File: src/rtl/axi_rd_arbiter.sv
// Two-master (IFU, LSU) to one-slave AXI4 read-channel arbiter; grant held from AR through the rlast beat.
// Define ARB_RR_EN for round-robin priority; the default build gives the LSU fixed priority.
module axi_rd_arbiter #(
  parameter int unsigned ADDR_W = 32,
  parameter int unsigned DATA_W = 32,
  parameter int unsigned ID_W   = 4
) (
  input  logic              clk,
  input  logic              rst,
  // IFU read master
  input  logic              ifu_arvalid,
  output logic              ifu_arready,
  input  logic [ADDR_W-1:0] ifu_araddr,
  input  logic [ID_W-1:0]   ifu_arid,
  input  logic [7:0]        ifu_arlen,
  input  logic [2:0]        ifu_arsize,
  input  logic [1:0]        ifu_arburst,
  output logic              ifu_rvalid,
  input  logic              ifu_rready,
  output logic [DATA_W-1:0] ifu_rdata,
  output logic [1:0]        ifu_rresp,
  output logic              ifu_rlast,
  output logic [ID_W-1:0]   ifu_rid,
  // LSU read master
  input  logic              lsu_arvalid,
  output logic              lsu_arready,
  input  logic [ADDR_W-1:0] lsu_araddr,
  input  logic [ID_W-1:0]   lsu_arid,
  input  logic [7:0]        lsu_arlen,
  input  logic [2:0]        lsu_arsize,
  input  logic [1:0]        lsu_arburst,
  output logic              lsu_rvalid,
  input  logic              lsu_rready,
  output logic [DATA_W-1:0] lsu_rdata,
  output logic [1:0]        lsu_rresp,
  output logic              lsu_rlast,
  output logic [ID_W-1:0]   lsu_rid,
  // downstream memory port
  output logic              m_arvalid,
  input  logic              m_arready,
  output logic [ADDR_W-1:0] m_araddr,
  output logic [ID_W-1:0]   m_arid,
  output logic [7:0]        m_arlen,
  output logic [2:0]        m_arsize,
  output logic [1:0]        m_arburst,
  input  logic              m_rvalid,
  output logic              m_rready,
  input  logic [DATA_W-1:0] m_rdata,
  input  logic [1:0]        m_rresp,
  input  logic              m_rlast,
  input  logic [ID_W-1:0]   m_rid,
  output logic              busy
);

  typedef enum logic [1:0] {
    S_IDLE = 2'd0,
    S_ADDR = 2'd1,
    S_DATA = 2'd2
  } state_e;

  localparam logic GNT_IFU = 1'b0;
  localparam logic GNT_LSU = 1'b1;

  state_e state_q, state_d;
  logic   gnt_q, gnt_d;
  logic   pick;

`ifdef ARB_RR_EN
  logic   last_gnt_q, last_gnt_d;

  // On contention the master that did not win last time goes first.
  always_comb begin
    if (ifu_arvalid && lsu_arvalid) pick = ~last_gnt_q;
    else                            pick = lsu_arvalid ? GNT_LSU : GNT_IFU;
  end
`else
  always_comb pick = lsu_arvalid ? GNT_LSU : GNT_IFU;
`endif

  always_ff @(posedge clk or negedge rst) begin
    if (!rst) begin
      state_q    <= S_IDLE;
      gnt_q      <= GNT_IFU;
`ifdef ARB_RR_EN
      last_gnt_q <= GNT_IFU;
`endif
    end else begin
      state_q    <= state_d;
      gnt_q      <= gnt_d;
`ifdef ARB_RR_EN
      last_gnt_q <= last_gnt_d;
`endif
    end
  end

  // Next-state: grant latched in IDLE, held until the rlast beat handshakes.
  always_comb begin
    state_d    = state_q;
    gnt_d      = gnt_q;
`ifdef ARB_RR_EN
    last_gnt_d = last_gnt_q;
`endif
    unique case (state_q)
      S_IDLE: begin
        if (ifu_arvalid || lsu_arvalid) begin
          state_d    = S_ADDR;
          gnt_d      = pick;
`ifdef ARB_RR_EN
          last_gnt_d = pick;
`endif
        end
      end
      S_ADDR: if (m_arvalid && m_arready) state_d = S_DATA;
      S_DATA: if (m_rvalid && m_rready && m_rlast) state_d = S_IDLE;
      default: state_d = S_IDLE;
    endcase
  end

  // Channel steering; everything not owned by the granted master is held at zero.
  always_comb begin
    m_arvalid   = 1'b0;
    m_araddr    = '0;
    m_arid      = '0;
    m_arlen     = '0;
    m_arsize    = '0;
    m_arburst   = '0;
    m_rready    = 1'b0;
    ifu_arready = 1'b0;
    lsu_arready = 1'b0;
    ifu_rvalid  = 1'b0;
    ifu_rdata   = '0;
    ifu_rresp   = '0;
    ifu_rlast   = 1'b0;
    ifu_rid     = '0;
    lsu_rvalid  = 1'b0;
    lsu_rdata   = '0;
    lsu_rresp   = '0;
    lsu_rlast   = 1'b0;
    lsu_rid     = '0;
    unique case (state_q)
      S_ADDR: begin
        if (gnt_q == GNT_LSU) begin
          m_arvalid   = lsu_arvalid;
          m_araddr    = lsu_araddr;
          m_arid      = lsu_arid;
          m_arlen     = lsu_arlen;
          m_arsize    = lsu_arsize;
          m_arburst   = lsu_arburst;
          lsu_arready = m_arready;
        end else begin
          m_arvalid   = ifu_arvalid;
          m_araddr    = ifu_araddr;
          m_arid      = ifu_arid;
          m_arlen     = ifu_arlen;
          m_arsize    = ifu_arsize;
          m_arburst   = ifu_arburst;
          ifu_arready = m_arready;
        end
      end
      S_DATA: begin
        if (gnt_q == GNT_LSU) begin
          m_rready   = lsu_rready;
          lsu_rvalid = m_rvalid;
          lsu_rdata  = m_rdata;
          lsu_rresp  = m_rresp;
          lsu_rlast  = m_rlast;
          lsu_rid    = m_rid;
        end else begin
          m_rready   = ifu_rready;
          ifu_rvalid = m_rvalid;
          ifu_rdata  = m_rdata;
          ifu_rresp  = m_rresp;
          ifu_rlast  = m_rlast;
          ifu_rid    = m_rid;
        end
      end
      default: ;
    endcase
  end

  assign busy = (state_q != S_IDLE);

endmodule

File: config.mk
export PLATFORM = sky130hd
export DESIGN_NAME = axi_rd_arbiter
export DESIGN_NICKNAME = d
export VERILOG_FILES = /design/src/rtl/axi_rd_arbiter.sv
export SDC_FILE = /design/constraint.sdc
export NUM_CORES = 1
export LEC_CHECK = 0
export BUFFER_PORTS_ARGS = -buffer_cell sky130_fd_sc_hd__buf_2
export CAP_MARGIN = 10
export CORE_AREA = 10 10 99 101
export DETAILED_ROUTE_END_ITERATION = 6
export DIE_AREA = 0 0 109 111
export PLACE_DENSITY = 0.66
export SLEW_MARGIN = 15
export SYNTH_ARGS = -nofsm -noshare
export SYNTH_HDL_FRONTEND = slang
export SYNTH_SLANG_ARGS = --single-unit
File: constraint.sdc
create_clock -name clk -period 1.2 [get_ports clk]
set_input_delay 0.06 -clock clk [delete_from_list [all_inputs] [get_ports clk]]
set_output_delay 0.06 -clock clk [all_outputs]
set_load 0.02 [all_outputs]
==> results.toml <==
[timing]
hold_slack_ns = 0.149
tightest_slew_ns = 0.178
post-route-period-util = 1.24
rsz0062_at_grt = "true"
slew_headroom = 0.878
fmax_mhz = 670
finalMaxSlewViolations = 0
setup_viol = 134
skew_ns = 0.000612
worst_slack_ns = -0.292
setup_tns_ns = -31.32
fin_crit_ns = 1.49
finalHoldViolations = 0

[floorplanning]
rows = 33
core-area_um2 = 7970
initial_utilization = 0.219
die_w_um = 109
io_pins = 279
fp.dieArea_um2 = 12100
die_height_um = 111

[yosys]
syn_area_um2 = 1750
syn_inst = 224
yosysUniqueCellTypes = 17
syn-num-nets = 369
ys_ff_latch = 3
avgSynthCellArea_um2 = 7.80
yosys_warnings = 0
synth_seq_area_share = 0.0429

[placement]
routabilityCongestion = 0.816
dp_hpwl_um = 8370
portBuffers = 278
placement.cell_area_um2 = 3300

[cells_and_area]
final_cell_mix = "180 x buf_2, 79 x buf_6, 70 x and2_4, 52 x nor2_1, 46 x mux2i_1"
final_util = 0.519
final_common_cell = "buf_2"
final_design_area_no_fill_um2 = 4140
n_antenna_cell = 0
drive_above_1_share = 0.764
nets = 659
area_growth_pct = 137

[critical_path]
required_ns = 1.14
rr_worst_depth = 6
cp-startpoint = "gnt_q"
critical_path.max_fanout = 20
crit_type = "flop to output pin"
r2r_slack_ns = -0.05
start_kind = "flop"
critPathArrivalTime_ns = 1.43
r2r_start = "gnt_q"
crit_path_end = "ifu_rdata[18]"
endpoint_kind = "output pin"
worstReg2RegEnd = "state_q[1]"

[route]
viasPerCell = 4.32
drtPass1Iterations = 4
ant_nets = 0
drc_errors = 0
totalWireLength_um = 10800
drt_iter0_drc = 44
wl_per_cell_um = 17.5
num_vias = 2669

[grt]
antenna_found_initial = 0
grt_usage = 0.148
grt.overflow.total = 0
grt_pass1_wl_um = 14800
grt_pass1_vias = 2907
grt_max_degree = 51

[min_path]
hold_path.class = "primary input to flop"

[run_status]
violations = "setup timing"
status = "finished with violations"

[clock_network]
cts.sinks = 3
htree_levels = 1
cts_tree = "yes"
clock_path_buffers = 2
cts_buffers = 3
cts.root.buffer_cell = "clkbuf_8"
path_clk_slew_ns = 0.03
clock_latency_ns = 0.21

[pwr]
p_leak_nw = 2.39
p_per_area_nw_per_um2 = 1830
ir_drop_mv = 1.05

[flow_run]
cap_violations = 0
## cell families after synthesis
logic type / after synthesis / share of synthesized area
buffers and inverters: 22 / 0.113
AO/OA/AOI/OAI: 2 / 0.00859
AND/OR/NAND/NOR: 146 / 0.543
multiplexers: 51 / 0.292
flip-flops: 3 / 0.0429
## synthesized netlist by cell type
library cell	count	share of area
dfrtp_1	3	0.043
inv_4	1	0.0036
nand3b_1	1	0.0043
nand2_1	3	0.0064
and2_1	20	0.072
nor2_1	56	0.12
a22o_1	1	0.0050
mux2i_1	51	0.29
nand2b_4	1	0.0079
o22ai_1	1	0.0036
nor2_8	2	0.023
and2_4	60	0.30
inv_1	1	0.0021
buf_2	6	0.017
nand2b_1	1	0.0036
nor3_1	2	0.0057
buf_6	14	0.090
## worst max-delay path, stage by stage, from the launching register on
cell and delay, ns:
dfrtp_2 0.44, buf_12 0.15, nor2_8 0.16, buf_12 0.17, and2_4 0.16, buf_6 0.12
## sequential cells by signal, indices dropped and copies added, names as in the netlist
register  flops
gnt_q         1
state_q       2
## where the power goes
part | internal, mW | switching (mW) | leakage [nW]
Clock | 0.226 | 0.0644 | 0.0228
Sequential | 0.155 | 0.0673 | 0.0347
Combinational | 3.32 | 3.75 | 2.34
Total | 3.70 | 3.88 | 2.39
## cell type report
type / instances / area, µm²
multi-input combinational: 199 / 1560
tap: 105 / 131
sequential: 3 / 76.3
timing repair buffer: 305 / 2310
fill: 715 / 3830
clock buffer: 4 / 45.0
inverter: 2 / 12.5
## through the flow
| stage | total power, mW | setup slack, ns | cells |
|---|---|---|---|
| floorplan | 4.24 | -0.00601 | 224 |
| global placement | 6.20 | -0.0552 | 604 |
| detailed placement | 6.27 | -0.0852 | 604 |
| CTS | 7.26 | -0.275 | 616 |
| global route | 8.05 | -0.327 | 618 |
| finish | 7.58 | -0.292 | 618 |
## worst min path at each step
stage / from / to / slack, ns / cells after the start
2_1_floorplan: rst / gnt_q / -0.24 / 0
4_1_cts: lsu_arvalid / gnt_q / 0.15 / 2
3_3_place_gp: rst / state_q[1] / -0.14 / 1
3_5_place_dp: rst / state_q[1] / -0.14 / 1
5_1_grt: lsu_arvalid / gnt_q / 0.16 / 2
6_report: lsu_arvalid / gnt_q / 0.15 / 2
## what timing repair did
action,in CTS,in global routing
endpoints found under the setup margin,136,136
pin swaps,0,13
hold buffers,1,0
hold endpoints to repair,3,0
setup buffers,5,0
cloned,2,2
resized for setup,148,59
## metal layers
layer	vias up	global-route usage	routed length, µm
li1	1296	-	-
met1	1177	0.134	3680
met2	182	0.281	5500
met3	14	0.0703	1460
met4	0	0.0413	178
met5	-	0	0
(Power assumes the default switching activity.)
